===== src/rtl/multicycle_control_if.sv =====
// Control bundle between the multicycle controller and its datapath.
// Carries opcode/status into the controller and strobes, mux selects and debug state out.
// master: controller side (drives strobes); slave: datapath side (drives op/zero/mem_ready).
interface multicycle_control_if;
  logic [6:0] op;
  logic       zero;
  logic       mem_ready;
  logic       pcwrite;
  logic       irwrite;
  logic       regwrite;
  logic       memwrite;
  logic       memread;
  logic       adrsrc;
  logic [1:0] alusrca;
  logic [1:0] alusrcb;
  logic [1:0] resultsrc;
  logic [1:0] immsrc;
  logic [1:0] aluop;
  logic       illegal;
  logic [3:0] state;

  modport master (
    input  op, zero, mem_ready,
    output pcwrite, irwrite, regwrite, memwrite, memread, adrsrc,
           alusrca, alusrcb, resultsrc, immsrc, aluop, illegal, state
  );

  modport slave (
    output op, zero, mem_ready,
    input  pcwrite, irwrite, regwrite, memwrite, memread, adrsrc,
           alusrca, alusrcb, resultsrc, immsrc, aluop, illegal, state
  );
endinterface


===== src/rtl/multicycle_control.sv =====
// Multicycle RISC-V style main controller: Moore FSM sequencing fetch/decode/execute/writeback.
// Latency: one state per cycle; R/I/store/JAL 4 cycles, load 5, BEQ 3, plus one per mem_ready=0 wait.
// Backpressure: mem_ready=0 holds FETCH, MEMREAD and MEMWRITE with their strobes asserted.
// Ports: clk, reset (sync, active-high); ctl (master modport) carries op/zero/mem_ready in and
//        pcwrite/irwrite/regwrite/memwrite/memread/adrsrc, mux selects, aluop, illegal, state out.
module multicycle_control (
  input  logic                        clk,
  input  logic                        reset,
  multicycle_control_if.master        ctl
);

  localparam logic [6:0] OP_LOAD  = 7'b0000011;
  localparam logic [6:0] OP_STORE = 7'b0100011;
  localparam logic [6:0] OP_RTYPE = 7'b0110011;
  localparam logic [6:0] OP_ITYPE = 7'b0010011;
  localparam logic [6:0] OP_BEQ   = 7'b1100011;
  localparam logic [6:0] OP_JAL   = 7'b1101111;

  typedef enum logic [3:0] {
    S_FETCH    = 4'd0,
    S_DECODE   = 4'd1,
    S_MEMADR   = 4'd2,
    S_MEMREAD  = 4'd3,
    S_MEMWB    = 4'd4,
    S_MEMWRITE = 4'd5,
    S_EXECUTER = 4'd6,
    S_EXECUTEI = 4'd7,
    S_ALUWB    = 4'd8,
    S_BEQ      = 4'd9,
    S_JAL      = 4'd10,
    S_TRAP     = 4'd11
  } state_e;

  // Pure state-decoded controls; the input-gated strobes are added at the output.
  typedef struct packed {
    logic       pcwrite;
    logic       regwrite;
    logic       memwrite;
    logic       memread;
    logic       adrsrc;
    logic [1:0] alusrca;
    logic [1:0] alusrcb;
    logic [1:0] resultsrc;
    logic [1:0] aluop;
    logic       illegal;
  } ctl_t;

  function automatic ctl_t decode(input state_e s);
    ctl_t c;
    c = '0;
    case (s)
      S_FETCH: begin
        c.memread   = 1'b1;
        c.alusrcb   = 2'b10;
        c.resultsrc = 2'b10;
      end
      S_DECODE: begin
        c.alusrca = 2'b01;
        c.alusrcb = 2'b01;
      end
      S_MEMADR: begin
        c.alusrca = 2'b10;
        c.alusrcb = 2'b01;
      end
      S_MEMREAD: begin
        c.adrsrc  = 1'b1;
        c.memread = 1'b1;
      end
      S_MEMWB: begin
        c.resultsrc = 2'b01;
        c.regwrite  = 1'b1;
      end
      S_MEMWRITE: begin
        c.adrsrc   = 1'b1;
        c.memwrite = 1'b1;
      end
      S_EXECUTER: begin
        c.alusrca = 2'b10;
        c.aluop   = 2'b10;
      end
      S_EXECUTEI: begin
        c.alusrca = 2'b10;
        c.alusrcb = 2'b01;
        c.aluop   = 2'b10;
      end
      S_ALUWB: c.regwrite = 1'b1;
      S_BEQ: begin
        c.alusrca = 2'b10;
        c.aluop   = 2'b01;
      end
      S_JAL: begin
        c.alusrca = 2'b01;
        c.alusrcb = 2'b10;
        c.pcwrite = 1'b1;
      end
      S_TRAP:  c.illegal = 1'b1;
      default: c = '0;
    endcase
    return c;
  endfunction

  state_e state_q, state_d;
  ctl_t   ctl_q, ctl_d;

  always_comb begin
    state_d = S_FETCH;
    case (state_q)
      S_FETCH:   state_d = ctl.mem_ready ? S_DECODE : S_FETCH;
      S_DECODE: begin
        case (ctl.op)
          OP_LOAD, OP_STORE: state_d = S_MEMADR;
          OP_RTYPE:          state_d = S_EXECUTER;
          OP_ITYPE:          state_d = S_EXECUTEI;
          OP_BEQ:            state_d = S_BEQ;
          OP_JAL:            state_d = S_JAL;
          default:           state_d = S_TRAP;
        endcase
      end
      // op is the held instruction, so only load/store reach here; anything else aborts.
      S_MEMADR: begin
        if (ctl.op == OP_LOAD)       state_d = S_MEMREAD;
        else if (ctl.op == OP_STORE) state_d = S_MEMWRITE;
        else                         state_d = S_FETCH;
      end
      S_MEMREAD:  state_d = ctl.mem_ready ? S_MEMWB : S_MEMREAD;
      S_MEMWB:    state_d = S_FETCH;
      S_MEMWRITE: state_d = ctl.mem_ready ? S_FETCH : S_MEMWRITE;
      S_EXECUTER: state_d = S_ALUWB;
      S_EXECUTEI: state_d = S_ALUWB;
      S_ALUWB:    state_d = S_FETCH;
      S_BEQ:      state_d = S_FETCH;
      S_JAL:      state_d = S_ALUWB;
      S_TRAP:     state_d = S_FETCH;
      default:    state_d = S_FETCH;
    endcase
  end

  // Controls are registered alongside the state they belong to, so they remain a
  // function of the current state only.
  assign ctl_d = decode(state_d);

  always_ff @(posedge clk) begin
    if (reset) begin
      state_q <= S_FETCH;
      ctl_q   <= decode(S_FETCH);
    end else begin
      state_q <= state_d;
      ctl_q   <= ctl_d;
    end
  end

  logic in_fetch;
  logic in_beq;
  assign in_fetch = (state_q == S_FETCH);
  assign in_beq   = (state_q == S_BEQ);

  // Write/read strobes are masked during reset so nothing is committed mid-abort.
  assign ctl.pcwrite  = ~reset & ((in_fetch & ctl.mem_ready) | (in_beq & ctl.zero) | ctl_q.pcwrite);
  assign ctl.irwrite  = ~reset & in_fetch & ctl.mem_ready;
  assign ctl.regwrite = ~reset & ctl_q.regwrite;
  assign ctl.memwrite = ~reset & ctl_q.memwrite;
  assign ctl.memread  = ~reset & ctl_q.memread;
  assign ctl.illegal  = ~reset & ctl_q.illegal;

  assign ctl.adrsrc    = ctl_q.adrsrc;
  assign ctl.alusrca   = ctl_q.alusrca;
  assign ctl.alusrcb   = ctl_q.alusrcb;
  assign ctl.resultsrc = ctl_q.resultsrc;
  assign ctl.aluop     = ctl_q.aluop;
  assign ctl.state     = state_q;

  always_comb begin
    case (ctl.op)
      OP_STORE: ctl.immsrc = 2'b01;
      OP_BEQ:   ctl.immsrc = 2'b10;
      OP_JAL:   ctl.immsrc = 2'b11;
      default:  ctl.immsrc = 2'b00;
    endcase
  end

endmodule


===== src/flat_wrapper.sv =====
// flat-port wrapper written by rule: the top's interface ports become plain ports
module multicycle_control_flat 
  (clk, reset, ctl_op, ctl_zero, ctl_mem_ready, ctl_pcwrite, ctl_irwrite, ctl_regwrite, ctl_memwrite, ctl_memread, ctl_adrsrc, ctl_alusrca, ctl_alusrcb, ctl_resultsrc, ctl_immsrc, ctl_aluop, ctl_illegal, ctl_state);
  multicycle_control_if ctl_i ();
  input  logic clk;
  input  logic reset;
  input wire logic [$bits(ctl_i.op)-1:0] ctl_op;
  input wire logic [$bits(ctl_i.zero)-1:0] ctl_zero;
  input wire logic [$bits(ctl_i.mem_ready)-1:0] ctl_mem_ready;
  output wire logic [$bits(ctl_i.pcwrite)-1:0] ctl_pcwrite;
  output wire logic [$bits(ctl_i.irwrite)-1:0] ctl_irwrite;
  output wire logic [$bits(ctl_i.regwrite)-1:0] ctl_regwrite;
  output wire logic [$bits(ctl_i.memwrite)-1:0] ctl_memwrite;
  output wire logic [$bits(ctl_i.memread)-1:0] ctl_memread;
  output wire logic [$bits(ctl_i.adrsrc)-1:0] ctl_adrsrc;
  output wire logic [$bits(ctl_i.alusrca)-1:0] ctl_alusrca;
  output wire logic [$bits(ctl_i.alusrcb)-1:0] ctl_alusrcb;
  output wire logic [$bits(ctl_i.resultsrc)-1:0] ctl_resultsrc;
  output wire logic [$bits(ctl_i.immsrc)-1:0] ctl_immsrc;
  output wire logic [$bits(ctl_i.aluop)-1:0] ctl_aluop;
  output wire logic [$bits(ctl_i.illegal)-1:0] ctl_illegal;
  output wire logic [$bits(ctl_i.state)-1:0] ctl_state;
  assign ctl_i.op = ctl_op;
  assign ctl_i.zero = ctl_zero;
  assign ctl_i.mem_ready = ctl_mem_ready;
  assign ctl_pcwrite = ctl_i.pcwrite;
  assign ctl_irwrite = ctl_i.irwrite;
  assign ctl_regwrite = ctl_i.regwrite;
  assign ctl_memwrite = ctl_i.memwrite;
  assign ctl_memread = ctl_i.memread;
  assign ctl_adrsrc = ctl_i.adrsrc;
  assign ctl_alusrca = ctl_i.alusrca;
  assign ctl_alusrcb = ctl_i.alusrcb;
  assign ctl_resultsrc = ctl_i.resultsrc;
  assign ctl_immsrc = ctl_i.immsrc;
  assign ctl_aluop = ctl_i.aluop;
  assign ctl_illegal = ctl_i.illegal;
  assign ctl_state = ctl_i.state;
  multicycle_control u_core (.clk(clk), .reset(reset), .ctl(ctl_i));
endmodule

===== config.mk =====
export PLATFORM = sky130hd
export DESIGN_NAME = multicycle_control_flat
export DESIGN_NICKNAME = d
export VERILOG_FILES = /design/src/rtl/multicycle_control_if.sv /design/src/rtl/multicycle_control.sv /design/src/flat_wrapper.sv
export SDC_FILE = /design/constraint.sdc
export NUM_CORES = 1
export LEC_CHECK = 0
export ABC_AREA = 1
export CORE_ASPECT_RATIO = 0.75
export CORE_MARGIN = 2
export CORE_UTILIZATION = 41
export CTS_BUF_LIST = sky130_fd_sc_hd__clkbuf_16
export CTS_CLUSTER_SIZE = 14
export DETAILED_ROUTE_END_ITERATION = 6
export PLACE_DENSITY = 0.73
export REMOVE_ABC_BUFFERS = 1
export SLEW_MARGIN = 40
export SYNTH_ARGS = -nofsm -noshare
export SYNTH_HDL_FRONTEND = slang
export SYNTH_SLANG_ARGS = --single-unit

===== constraint.sdc =====
create_clock -name clk -period 1.2 [get_ports clk]
set_input_delay 0.12 -clock clk [delete_from_list [all_inputs] [get_ports clk]]
set_output_delay 0.12 -clock clk [all_outputs]
set_load 0.02 [all_outputs]

==> results_dict.tcl, run 1 <==
set metrics [dict create \
    status "complete, but fails checks" \
    violations "negative setup slack" \
    antenna_cells 0 \
    grt_max_degree 11 \
    max_slew_margin_pct 82.05 \
    dieArea_sq_um 2880 \
    ys.flop_type "dfxtp_1" \
    hold_viol_final 0 \
    firstDrtPassIters 4 \
    required_ns 1.35 \
    skew_ns 0.002255 \
    ys_ff_latch 18 \
    rows 15 \
    die_x_um 61.31 \
    finalNetCount 221 \
    clock_latency_ns 0.25 \
    portBuffers 31 \
    syn_to_final_growth_pct 88.60 \
    setup_violations 18 \
    worst_pin_slew_ns 0.2665 \
    syn-mean-instance-area_sq_um 6.916 \
    vias 1302 \
    drive_above_1_share_pct 55.98 \
    finalSetupTns_ns -4.960 \
    wl_per_cell_um 17.28 \
    ff_latch_area_sq_um 375.4 \
    via_per_inst 5.358 \
    die_h_um 46.98 \
    synth_top_cells_by_area "dfxtp_1, inv_1, nand3_1" \
    grt_pass1_vias 1192 \
    synthTopCellsByCount "inv_1, nor2_1, nand2_1" \
    drt_iter0_drc 104 \
    grt_overflow 0 \
    finalCritPeriodShare_pct 130.3 \
    drv_slew 0 \
    drt_wl_total_mm 4.198 \
    finalWorstPathRequiredPeriod_ns 1.563 \
    htreeDepth 1 \
    startpoint_type "flop" \
    start_util_pct 43.74 \
    fp.coreArea_sq_um 2308 \
    grt_util_all_layers_pct 28.29 \
    cp_max_fo 4 \
    synth_top_area_cell "dfxtp_1" \
    power_density_nw_per_um2 1166 \
    layout_setup_ws_ns -0.3632 \
    multi_input_area_sq_um 685.7 \
    synth.top_cell.area_share_pct 35.69 \
    hpwl_mm 2.251 \
    postSynthCellCount 146 \
    cts_root_buf "clkbuf_16" \
    netlist_area_sq_um 1010 \
    critical_path_class "flop to flop" \
    synth_edf_count 0 \
    numCtsBuffers 3 \
    clkSinkCount 18 \
    cts_max_path_buffers 2 \
    grt_antenna_before_repair 0 \
    synthArstFlopShare_pct 0 \
    yosysSeqAreaShare_pct 35.69 \
    hold_class "primary input to flop" \
    postRouteAntennaNets 0 \
    cp-end-kind "flop" \
    fillers 132 \
    ys_warn_count 0 \
    drc 0 \
    clkSlewWorstSetupHoldPaths_ns 0.05 \
    place_congestion 0.8866 \
    max_freq_mhz 639.7 \
    peakVddDrop_mv 1.017 \
    rsz0062_at_grt "true" \
    arrival_ns 1.71 \
    grt_pass1_wl_mm 5.658 \
    dp_slack_ns -0.6552 \
    cts_tree "built" \
    p_leak_uw 0.0009678 \
    synth_cell_type_count 25 \
    maxCapViolCount 0 \
    synth.most_common_cell "inv_1" \
    num_io_pins 32 \
]
[repair_timing]
item                       in CTS  in global routing
resized for setup             110                 30
setup buffers                   6                  4
setup endpoints to repair      37                 23
pin swaps                      23                 14
hold buffers                    0                  0
[cell families after synthesis]
group / share of synthesized area, %
compound gates: 5.081
buf+inv: 18.59
flops: 35.69
simple gates: 40.64
[layout by cell type (no fill, tap or decap), drive strengths merged]
cell type	instances
nand4	6
clkdlybuf4s15	1
a31oi	1
nor2	28
nor4	1
nor3	3
buf	43
nand3	18
clkinv	2
nand2	25
dfxtp	18
clkdlybuf4s50	1
o21ai	4
dlygate4sd2	22
inv	29
clkbuf	5
a21oi	2
[final timing paths]
path,endpoint,slack (ns),startpoint,depth (start not counted)
setup / recovery,u_core.ctl.alusrcb[0],-0.36,u_core.ctl.state[3],12
hold / removal,u_core.ctl.resultsrc[0],0.31,reset,2
setup reg to reg,u_core.ctl.alusrcb[0],-0.36,u_core.ctl.state[3],12
hold reg to reg,u_core.ctl.alusrca[0],0.74,u_core.ctl.state[0],5
[per-stage QoR]
stage	area (sq um)	std cells	total power, uW	util [%]	hold slack [ns]
5_1_grt	1904	243	2300	82.49	0.3263
6_report	1904	243	2221	82.49	0.3120
4_1_cts	1788	239	2064	77.45	0.2846
3_3_place_gp	1498	229	1288	64.88	0.7774
3_5_place_dp	1498	229	1311	64.88	0.7618
2_1_floorplan	934.6	136	1012	-	0.1891
[flip-flops by register name (all words and copies together), names as in the netlist]
register              cells
u_core.ctl.aluop          2
u_core.ctl.alusrca        2
u_core.ctl.resultsrc      2
u_core.ctl_q              5
u_core.ctl.adrsrc         1
u_core.ctl.alusrcb        2
u_core.ctl.state          4
[area by class of cell]
class	instances	share of cell area, %
multi-input combinational	88	36.01
timing repair buffer	69	31.60
sequential	18	19.71
inverter	30	6.307
clock buffer	3	3.942
tap	34	2.234
clock inverter	1	0.1971
[layer usage]
layer / up-vias / GRT usage (%) / wire length, um
li1: 571 / - / -
met1: 610 / 33.22 / 1588
met2: 96 / 49.36 / 2050
met3: 25 / 9.366 / 392
met4: 0 / 9.130 / 167
met5: - / 0 / 0
[critical path, stage by stage, from the launching register on]
cell and delay [ns]:
dfxtp_4 0.36, nor2_4 0.13, buf_6 0.13, buf_12 0.10, nand3_4 0.07, nor2_4 0.12, nand2_2 0.13, nand3_2 0.12
nor2_4 0.05, nand3_2 0.07, nand2_1 0.06, nand2_1 0.05, nand2_1 0.05
[report_power, final]
part           internal (uW)  switching [uW]  total (uW)
clock network            443             227         670
logic                    370             491         861
registers                653            36.9         690
Power figures use the tool's default switching activity.
==> run 2, diff against run 1 <==
- ABC_AREA: 1 -> default
- CORE_UTILIZATION: 41 -> 40
- PLACE_DENSITY: 0.73 -> 0.72
==> run 2 against run 1 <==
  * Highest routed layer unchanged
  * Via count decreased by 7.7%
  * The run still ends with negative setup slack left
  * Clock skew rose by 0.00056 ns
  * Worst setup slack got worse by 0.32 ns
==> results_dict.tcl, run 2 <==
set metrics [dict create \
    status "complete, but fails checks" \
    violations "negative setup slack" \
    drt_wl_total_mm 3.982 \
    vias 1202 \
    clkSinkCount 18 \
    regMostFlops "u_core.ctl_q" \
    synthTopCellsByCount "dfxtp_1, buf_4, nor2_1" \
    finalNetCount 190 \
    grt_pass1_wl_mm 4.774 \
    required_ns 1.35 \
    netlist_area_sq_um 993.5 \
    rsz0062_at_grt "true" \
    hold_class "primary input to flop" \
    drive_above_1_share_pct 57.63 \
    antenna_cells 0 \
    synth_cell_type_count 42 \
    finalCritPeriodShare_pct 157.3 \
    postRouteAntennaNets 0 \
    cts_tree "built" \
    cts_max_path_buffers 2 \
    cts_root_buf "clkbuf_16" \
    num_io_pins 32 \
    ys_warn_count 0 \
    cp-end-kind "flop" \
    fillers 149 \
    hpwl_mm 1.989 \
    seqPwrFrac_pct 28.9 \
    switchingPower_uw 782.3 \
    worst_pin_slew_ns 0.4364 \
    grt_antenna_before_repair 0 \
    mostFrequentLayoutCell "buf_4" \
    synth_compound_area_share_pct 18.77 \
    finalWorstPathRequiredPeriod_ns 1.888 \
    start_util_pct 42.69 \
    largest_register_ffs 5 \
    dieArea_sq_um 2902 \
    drv_slew 0 \
    max_slew_margin_pct 70.84 \
    power_density_nw_per_um2 1269 \
    drc 0 \
    grt_pass1_vias 1031 \
    ctsHoldBuffers 0 \
    grt_util_all_layers_pct 22.68 \
    muxShareOfSynthArea_pct 1.134 \
    place_congestion 0.7860 \
    holdWs_ns 0.5003 \
    wl_per_cell_um 18.87 \
    fp.coreArea_sq_um 2327 \
    layout_setup_ws_ns -0.6881 \
    clkSlewWorstSetupHoldPaths_ns 0.05 \
    max_freq_mhz 529.6 \
    clock_power_share_pct 27.5 \
    htreeDepth 1 \
    syn-mean-instance-area_sq_um 8.792 \
    ys_ff_latch 18 \
    die_h_um 47.16 \
    ff_latch_area_sq_um 370.4 \
    via_per_inst 5.697 \
    portBuffers 31 \
    synth-simple-area-share_pct 31.61 \
    maxCapViolCount 0 \
    cp_max_fo 5 \
    p_leak_uw 0.0008020 \
    synth_top_area_cell "dfxtp_1" \
    arrival_ns 2.04 \
    synthXorXnorAreaFrac_pct 1.763 \
    synth_top_family_by_area "simple AND/OR/NAND/NOR gates" \
    startpoint_type "flop" \
    setup_violations 20 \
    synthAdderAreaFrac_pct 0 \
    place_inst 192 \
    synthArstFlopShare_pct 0 \
    synth_top_cells_by_area "dfxtp_1, buf_4, nor2b_1" \
    grt_max_degree 10 \
    combPwrFrac_pct 43.6 \
    numCtsBuffers 3 \
    postSynthCellCount 113 \
    hold_viol_final 0 \
    die_x_um 61.55 \
    rows 15 \
    p_sw_share_pct 32.76 \
    clock_latency_ns 0.25 \
    grt_overflow 0 \
    final_cell_mix "buf_4, buf_6, dlygate4sd2_1, dfxtp_1, nor2b_1" \
    finalPower_uw 2388 \
    synth_edf_count 0 \
    peakVddDrop_mv 1.155 \
    yosysSeqAreaShare_pct 36.27 \
    drt_iter0_drc 80 \
    p_int_uw 1606 \
    firstDrtPassIters 4 \
    synth.top_cell.area_share_pct 36.27 \
    final_area_sq_um 1882 \
    multi_input_area_sq_um 710.7 \
    critical_path_class "flop to flop" \
    dpl-instance-area_sq_um 1464 \
    final_util_pct 80.86 \
    fin_cells 211 \
    skew_ns 0.002817 \
    ys.flop_type "dfxtp_1" \
    synth.most_common_cell "dfxtp_1" \
    syn_to_final_growth_pct 89.42 \
]
==> run 2: cell count changes in the layout (fill, tap and decap cells not counted), moves of 7 or more <==
cell,delta
inv_1,-15
nor2_4,-12
nand2_2,-11
nand3_2,-9
dlygate4sd2_1,-8
inv_2,-8
nor2b_1,+7
==> run 2: power by group through the flow <==
stage | clock, uW | combinational [uW] | sequential (uW)
finish | 657 | 1040 | 691
global route | 691 | 1090 | 695
CTS | 654 | 794 | 684
detailed placement | 0 | 700 | 694
global placement | 0 | 685 | 692
floorplan | 0 | 277 | 762
==> run 2: repair_timing <==
| item | CTS | global route |
|---|---|---|
| pin swaps | 11 | 9 |
| cloned | 1 | 1 |
| buffers inserted | 8 | 6 |
| gates resized for setup | 88 | 49 |
| setup endpoints to repair | 39 | 25 |
==> run 2: path summary, 6_finish.rpt <==
path	cells after the start	slack, ns	to	start
worst max-delay path	7	-0.69	u_core.ctl.alusrca[1]	u_core.ctl.state[3]
worst max register to register	7	-0.69	u_core.ctl.alusrca[1]	u_core.ctl.state[3]
worst min-delay path	6	0.50	u_core.ctl.alusrcb[0]	ctl_op[5]
worst min register to register	4	0.77	u_core.ctl.alusrcb[0]	u_core.ctl.state[0]
==> run 2: layer usage <==
layer | up-vias | track usage [%] | wire, um
met1 | 559 | 28.81 | 1571
met2 | 84 | 38.11 | 1873
met3 | 24 | 7.989 | 359
li1 | 535 | - | -
met5 | - | 0 | 0
met4 | 0 | 3.830 | 178
==> run 2: area by class of cell <==
type | count | share of cell area [%]
Multi-Input combinational cell | 78 | 37.77
Timing Repair Buffer | 75 | 35.70
Sequential cell | 18 | 19.68
Clock buffer | 3 | 3.989
Tap cell | 34 | 2.261
Inverter | 3 | 0.5984
==> run 2: critical path, stage by stage, from the launching register on <==
cell	delay (ns)
dfxtp_2	0.37
buf_4	0.16
inv_1	0.09
a22oi_1	0.39
o221a_4	0.33
buf_6	0.12
nand2_1	0.07
a211oi_2	0.27
==> run 2: cells by family after synthesis <==
logic type / Yosys count
AOI/OAI and AO/OA: 24
muxes: 1
buffers and inverters: 17
xor gates and xnor gates: 2
and+or+nand+nor: 51
DFF: 18
==> run 2: through the flow <==
stage               setup slack, ns  TNS [ns]
finish                      -0.6881    -10.27
global route                -0.7439    -11.58
CTS                         -0.5733    -9.149
detailed placement           -1.136    -20.96
global placement            -0.9364    -19.41
floorplan                   -0.8577    -13.25
